===== src/rtl/mem_pkg.sv =====
// Shared MEM-stage definitions: load/store size encodings, access FSM states, fault causes
// and the store lane builder used when a store is latched.
package mem_pkg;

  localparam logic [2:0] F3_B  = 3'b000;
  localparam logic [2:0] F3_H  = 3'b001;
  localparam logic [2:0] F3_W  = 3'b010;
  localparam logic [2:0] F3_BU = 3'b100;
  localparam logic [2:0] F3_HU = 3'b101;

  localparam logic [1:0] CAUSE_NONE     = 2'b00;
  localparam logic [1:0] CAUSE_MISALIGN = 2'b01;
  localparam logic [1:0] CAUSE_ILLEGAL  = 2'b10;
  localparam logic [1:0] CAUSE_TIMEOUT  = 2'b11;

  typedef enum logic [1:0] {
    S_IDLE,
    S_REQ,
    S_RESP,
    S_DONE
  } state_e;

  typedef struct packed {
    logic [3:0]  wstrb;
    logic [31:0] wdata;
  } lanes_t;

  // Unsigned sizes have no store form, so BU/HU are only legal on loads.
  function automatic logic f3_illegal(input logic [2:0] f3, input logic we);
    case (f3)
      F3_B, F3_H, F3_W: return 1'b0;
      F3_BU, F3_HU:     return we;
      default:          return 1'b1;
    endcase
  endfunction

  function automatic logic f3_misaligned(input logic [2:0] f3, input logic [1:0] off);
    case (f3)
      F3_H, F3_HU: return off[0];
      F3_W:        return off != 2'b00;
      default:     return 1'b0;
    endcase
  endfunction

  function automatic lanes_t store_lanes(input logic [2:0] f3, input logic [1:0] off,
                                         input logic [31:0] d);
    lanes_t l;
    case (f3[1:0])
      2'b00: begin
        l.wdata = {4{d[7:0]}};
        l.wstrb = 4'b0001 << off;
      end
      2'b01: begin
        l.wdata = {2{d[15:0]}};
        l.wstrb = 4'b0011 << off;
      end
      default: begin
        l.wdata = d;
        l.wstrb = 4'b1111;
      end
    endcase
    return l;
  endfunction

endpackage


===== src/rtl/load_align.sv =====
// Combinational load alignment: picks the byte/half at the address offset and sign- or
// zero-extends it according to funct3; words pass through untouched.
module load_align
  import mem_pkg::*;
(
  input  logic [31:0] rdata,
  input  logic [1:0]  off,
  input  logic [2:0]  funct3,
  output logic [31:0] data
);

  logic [7:0]  byte_sel;
  logic [15:0] half_sel;

  always_comb begin
    case (off)
      2'd0:    byte_sel = rdata[7:0];
      2'd1:    byte_sel = rdata[15:8];
      2'd2:    byte_sel = rdata[23:16];
      default: byte_sel = rdata[31:24];
    endcase
    half_sel = off[1] ? rdata[31:16] : rdata[15:0];

    case (funct3)
      F3_B:    data = {{24{byte_sel[7]}}, byte_sel};
      F3_BU:   data = {24'b0, byte_sel};
      F3_H:    data = {{16{half_sel[15]}}, half_sel};
      F3_HU:   data = {16'b0, half_sel};
      default: data = rdata;
    endcase
  end

endmodule


===== src/rtl/mem_access_unit.sv =====
// MEM-stage load/store sequencer: one valid/ready request per access, store done 2 cycles after
// accept, load 3+; holds the pipeline via out_stall until done, times out a silent bus.
module mem_access_unit
  import mem_pkg::*;
#(
  parameter int TIMEOUT_CYCLES = 64,
  parameter int ADDR_W         = 32
) (
  input  logic              clk,
  input  logic              reset_n,
  input  logic              in_valid,
  input  logic              in_mem_read,
  input  logic              in_mem_write,
  input  logic [2:0]        in_funct3,
  input  logic [ADDR_W-1:0] in_addr,
  input  logic [31:0]       in_wdata,
  output logic              out_req_valid,
  input  logic              in_req_ready,
  output logic [ADDR_W-1:0] out_req_addr,
  output logic              out_req_we,
  output logic [3:0]        out_req_wstrb,
  output logic [31:0]       out_req_wdata,
  input  logic              in_resp_valid,
  input  logic [31:0]       in_resp_rdata,
  output logic              out_stall,
  output logic              out_done,
  output logic [31:0]       out_load_data,
  output logic              out_fault,
  output logic [1:0]        out_fault_cause
);

  // Counter is wide enough to step one past the limit when a late handshake lands on it.
  localparam int CW     = (TIMEOUT_CYCLES < 1) ? 1 : $clog2(TIMEOUT_CYCLES + 2);
  localparam int TLIM_I = (TIMEOUT_CYCLES > 0) ? TIMEOUT_CYCLES - 1 : 0;
  localparam logic [CW-1:0] TLIM = TLIM_I[CW-1:0];

  state_e            state;
  logic [ADDR_W-1:0] addr_q;
  logic [2:0]        f3_q;
  logic              we_q;
  logic [3:0]        wstrb_q;
  logic [31:0]       wdata_q;
  logic [31:0]       load_q;
  logic              tmo_q;
  logic [CW-1:0]     cnt;

  logic        op;
  logic        in_we;
  logic        in_illegal;
  logic        in_misal;
  logic        accept;
  logic        idle_fault;
  logic        tmo_hit;
  logic        tmo_done;
  lanes_t      lanes;
  logic [31:0] aligned;

  // A read+write collision resolves to a load.
  assign op         = in_valid & (in_mem_read | in_mem_write);
  assign in_we      = in_mem_write & ~in_mem_read;
  assign in_illegal = f3_illegal(in_funct3, in_we);
  assign in_misal   = f3_misaligned(in_funct3, in_addr[1:0]);
  assign accept     = (state == S_IDLE) & op & ~in_illegal & ~in_misal;
  assign idle_fault = (state == S_IDLE) & op & (in_illegal | in_misal);
  assign lanes      = store_lanes(in_funct3, in_addr[1:0], in_wdata);
  assign tmo_hit    = (TIMEOUT_CYCLES != 0) && (cnt >= TLIM);
  assign tmo_done   = (state == S_DONE) & tmo_q;

  load_align u_load_align (
    .rdata  (in_resp_rdata),
    .off    (addr_q[1:0]),
    .funct3 (f3_q),
    .data   (aligned)
  );

  always_ff @(posedge clk or negedge reset_n) begin
    if (!reset_n) begin
      state   <= S_IDLE;
      addr_q  <= '0;
      f3_q    <= '0;
      we_q    <= 1'b0;
      wstrb_q <= '0;
      wdata_q <= '0;
      load_q  <= '0;
      tmo_q   <= 1'b0;
      cnt     <= '0;
    end else begin
      case (state)
        S_IDLE: begin
          if (accept) begin
            addr_q  <= in_addr;
            f3_q    <= in_funct3;
            we_q    <= in_we;
            wstrb_q <= in_we ? lanes.wstrb : 4'b0000;
            wdata_q <= in_we ? lanes.wdata : 32'b0;
            load_q  <= '0;
            tmo_q   <= 1'b0;
            cnt     <= '0;
            state   <= S_REQ;
          end
        end
        S_REQ: begin
          cnt <= cnt + CW'(1);
          if (in_req_ready) begin
            state <= we_q ? S_DONE : S_RESP;
          end else if (tmo_hit) begin
            tmo_q <= 1'b1;
            state <= S_DONE;
          end
        end
        S_RESP: begin
          cnt <= cnt + CW'(1);
          if (in_resp_valid) begin
            load_q <= aligned;
            state  <= S_DONE;
          end else if (tmo_hit) begin
            tmo_q <= 1'b1;
            state <= S_DONE;
          end
        end
        S_DONE: begin
          state <= S_IDLE;
        end
        default: begin
          state <= S_IDLE;
        end
      endcase
    end
  end

  assign out_req_valid = (state == S_REQ);
  assign out_req_addr  = {addr_q[ADDR_W-1:2], 2'b00};
  assign out_req_we    = we_q;
  assign out_req_wstrb = wstrb_q;
  assign out_req_wdata = wdata_q;

  // The accept-cycle stall is combinational, so it is masked while reset is held.
  assign out_stall     = reset_n & (accept | (state == S_REQ) | (state == S_RESP));
  assign out_done      = (state == S_DONE);
  assign out_load_data = (state == S_DONE) ? load_q : 32'b0;

  always_comb begin
    out_fault       = 1'b0;
    out_fault_cause = CAUSE_NONE;
    if (tmo_done) begin
      out_fault       = 1'b1;
      out_fault_cause = CAUSE_TIMEOUT;
    end else if (idle_fault & reset_n) begin
      out_fault       = 1'b1;
      out_fault_cause = in_illegal ? CAUSE_ILLEGAL : CAUSE_MISALIGN;
    end
  end

endmodule


===== config.mk =====
export PLATFORM = sky130hd
export DESIGN_NAME = mem_access_unit
export DESIGN_NICKNAME = d
export VERILOG_FILES = /design/src/rtl/mem_pkg.sv /design/src/rtl/load_align.sv /design/src/rtl/mem_access_unit.sv
export SDC_FILE = /design/constraint.sdc
export NUM_CORES = 1
export LEC_CHECK = 0
export BUFFER_PORTS_ARGS = -buffer_cell sky130_fd_sc_hd__buf_2
export CORE_AREA = 3 3 163 165
export DETAILED_ROUTE_END_ITERATION = 10
export DIE_AREA = 0 0 166 168
export GPL_TIMING_DRIVEN = 0
export HOLD_SLACK_MARGIN = 0.08
export PLACE_DENSITY = 0.42
export REMOVE_ABC_BUFFERS = 1
export SYNTH_ARGS = -nofsm -noshare
export SYNTH_HDL_FRONTEND = slang
export SYNTH_SLANG_ARGS = --single-unit

===== constraint.sdc =====
create_clock -name clk -period 2.2 [get_ports clk]
set_input_delay 0.33 -clock clk [delete_from_list [all_inputs] [get_ports clk]]
set_output_delay 0.33 -clock clk [all_outputs]
set_load 0.02 [all_outputs]

==> parameters.txt <==
Parameter                              Value

Run status
  Status    complete, but fails checks
  Violations in the final reports    hold timing

Pwr
  Final Power    11.10 mW
  Leak pwr    between 4 and 5 nW
  Highest ir drop seen on vdd    0.0004298 V
  Cell Pwr Density    around 1300 mW/mm^2

Route
  Total number of vias    about 5300
  Average routed wire per standard cell    approximately 18 um
  Post-route ant nets    0
  Detailed Routing Iterations Pass 1    4
  DR vias/cell    about 4.6
  Final Routed Wirelength    20390 um
  Starting DRT DRC Count    just over 200
  Drc violations    0

Logic synthesis
  Average instance area after synthesis    10.12 um^2
  Flip-flop and latch count after synthesis    about 110
  Yosys warning total    0
  Syn Inst Count    between 600 and 700
  Part of the Yosys area used for sequential elements    a little under half
  Fraction of synthesized cell area taken by the top area cell type    between 40 and 50%
  Top cells by area, synth    dfrtp_1 46%, mux2_2 9.5%, o21ai_0 5.1%, mux2i_1 5.0%, nand2_1 4.2%
  Post-synthesis cell type with the largest combined area    dfrtp_1
  Netlist area before placement    between 0.006 and 0.007 mm^2
  Number of distinct library cells after synthesis    59
  Number of synthesized flops with an enable pin    0
  Most frequent cells after synthesis    114 x dfrtp_1, 70 x nand2_1, 64 x o21ai_0, 53 x mux2_2, 39 x and2_1
  Fraction of synthesis flops using an asynchronous set or reset pin    100.0%
  Prevailing post-synth register cell    dfrtp_1
  Library cell with the highest instance count after synthesis    dfrtp_1

Placed design
  DP Worst Slack    -1055 ps
  Cell area after placement    approximately 0.0074 mm^2
  Detailed placement HPWL    between 10000 and 15000 um
  Placer's final routability congestion estimate    0.7333
  Number of port buffers    210

Floorplanning
  Site row count    58
  Area of the core    0.02518 mm^2
  Die Height    between 150 and 200 um
  Boundary pin count    213
  Starting utilization of the core area    about a quarter
  Horizontal die dimension    around 170 um
  Area of the die    0.02789 mm^2

Worst setup path
  Setup slack on the worst flop-to-flop path    approximately 150 ps
  Critical path start-end classification    reg -> out
  Reg2Reg Depth    7
  Critical Path Fanout Max    3
  Critical Path Sink Type    output pin
  Arrival time at the worst endpoint    about 1800 ps
  Reg2Reg Launch Point    state[1]$_DFFE_PN0P_
  Worst EP required    around 1900 ps
  Beginning of the critical path    state[1]$_DFFE_PN0P_
  Startpoint types    register

Timing
  Clock skew after layout    between 10 and 15 ps
  Fmax    471.1 MHz
  Setup repair after global routing missed its margin    false
  Worst Slack Setup Final    about 78 ps
  Final Slew Violations    0
  Final critical-path required period    around 2100 ps
  Worst rel slew slack    29.50%
  Pin slew with the least headroom to its limit    between 1000 and 1500 ps
  Count of final hold-check violations    67
  Final worst path period share    slightly below 100%
  Final setup violation count    0
  Final total negative setup slack    0 ps
  Hold slack final    -80.80 ps

Cells and area
  Area of the multi-input gates    about 0.0030 mm^2
  Share of the core filled with cells in the final layout    between 30 and 40%
  Summed area of non-filler cells in the final layout    approximately 0.0083 mm^2
  Area growth syn-to-layout    32.56%
  Filler instances    between 2000 and 3000
  Fraction of final layout cells with drive strength greater than 1    42.28%
  Final #Nets    916
  Sequential cell area    between 0.002 and 0.003 mm^2

Global routing
  Number of antenna violations at the first check in global routing    0
  First-pass GRT wire length    32350 um
  Vias in the first global route    about 5600
  Sum of overflow across all layers after global routing    0
  Maximum number of pins on one net before global-route repair    70
  Total Routing Usage GR    14.62%

Run
  Max-Cap Viols    0

Clock tree
  Total number of H-tree levels    4
  CTS tree    built
  Clk Tree Root Cell    clkbuf_16
  Maximum buffer depth of the clock tree    2
  CTS sink count    between 100 and 150
  Clock Pin Slew Worst Setup and Hold Paths    roughly 60 ps
  Quantity of hold-fixing buffers added after cts    3
  Clock insertion delay at the later pin of the skew report    420 ps
  Number of buffers created by CTS    17

Worst hold path
  Worst min-delay path category    in -> async
[routing by layer]
metal,global-route usage [%],wire length [um]
met5,0,0
met4,3.580,244
met3,4.625,1353
met2,24.23,9824
met1,18.65,8967
[layout by cell type (no fill, tap or decap), types with 3 or more instances in the layout]
cell | netlist | layout
clkbuf_16 | 0 | 17
buf_12 | 0 | 5
clkinvlp_4 | 0 | 3
buf_16 | 0 | 3
o32ai_1 | 5 | 5
a22o_1 | 11 | 11
o21ai_0 | 64 | 64
nand3_1 | 3 | 3
and3_1 | 4 | 4
inv_6 | 0 | 9
a221o_1 | 4 | 4
a211oi_1 | 14 | 14
ha_4 | 0 | 3
inv_1 | 10 | 8
nor2b_1 | 11 | 11
a21oi_1 | 11 | 11
nand3b_1 | 3 | 3
mux2_2 | 53 | 53
nor2_1 | 27 | 26
o221ai_1 | 3 | 3
nand2_1 | 70 | 70
mux2i_1 | 31 | 30
dfrtp_1 | 114 | 111
a31oi_1 | 7 | 7
nor3_1 | 5 | 5
ha_1 | 7 | 4
buf_2 | 12 | 207
a21boi_0 | 7 | 7
nand2b_1 | 9 | 8
and2_1 | 39 | 39
buf_4 | 34 | 15
[timing repair]
| item | in CTS | in global routing |
|---|---|---|
| gates cloned | 2 | 0 |
| setup endpoints to repair | 146 | 11 |
| endpoints found under the hold margin | 47 | 67 |
| setup buffers | 18 | 1 |
| pin swaps | 3 | 3 |
| gates resized for setup | 22 | 2 |
[path summary, 6_finish.rpt]
kind,endpoint
worst max-delay path,out_stall
worst min-delay path,state[1]$_DFFE_PN0P_
worst max register to register,load_q[8]$_DFFE_PN0P_
worst min register to register,out_req_wdata[25]$_DFFE_PN0P_
max in group asynchronous,addr_q[1]$_DFFE_PN0P_
min in group clk,addr_q[13]$_DFFE_PN0P_
[critical path, stage by stage (launching register included)]
cell	delay, ps
dfrtp_2	370
inv_2	50
ha_4	170
o211a_4	150
o2111a_2	190
o31a_1	310
buf_6	130
[cell families (layout without fill, tap and decap cells)]
group                    count (synthesis)  in the layout  share of synthesized area [%]
adder cells (fa/ha/maj)                  7              7                          1.397
buffers and inverters                   83            278                          7.746
multiplexers                            85             85                          14.83
flip-flops                             114            114                          45.52
other                                    1              4                        0.05983
AND/OR/NAND/NOR                        180            180                          14.23
AO/OA/AOI/OAI                          149            150                          16.21
[state kept, by name (all words and copies together), names as in the netlist]
register,count
out_req_wdata,32
cnt,7
load_q,32
out_req_wstrb,4
out_req_we,1
addr_q,32
f3_q,3
tmo_q,1
state,2
[power breakdown]
| group | internal [mW] | total, mW | switching [mW] |
|---|---|---|---|
| combinational | 2.08 | 4.93 | 2.86 |
| clock | 1.49 | 2.70 | 1.21 |
| sequential | 2.91 | 3.46 | 0.553 |
| total | 6.48 | 11.1 | 4.62 |
[per-stage QoR]
stage	hold slack, ps	instances
2_1_floorplan	34.41	548
4_1_cts	-61.78	1146
3_3_place_gp	458.4	1088
6_report	-80.80	1148
3_5_place_dp	327.0	1091
5_1_grt	-55.34	1146
[area by class of cell]
type	count	share of cell area, %
repair buffers	235	16.97
inverters	11	0.5422
diodes	2	0.06024
multi-input cells	424	36.31
flip-flops and latches	114	34.41
clock inverters	15	1.611
well taps	330	4.970
clock buffers	17	5.120
Power figures use the tool's default switching activity.
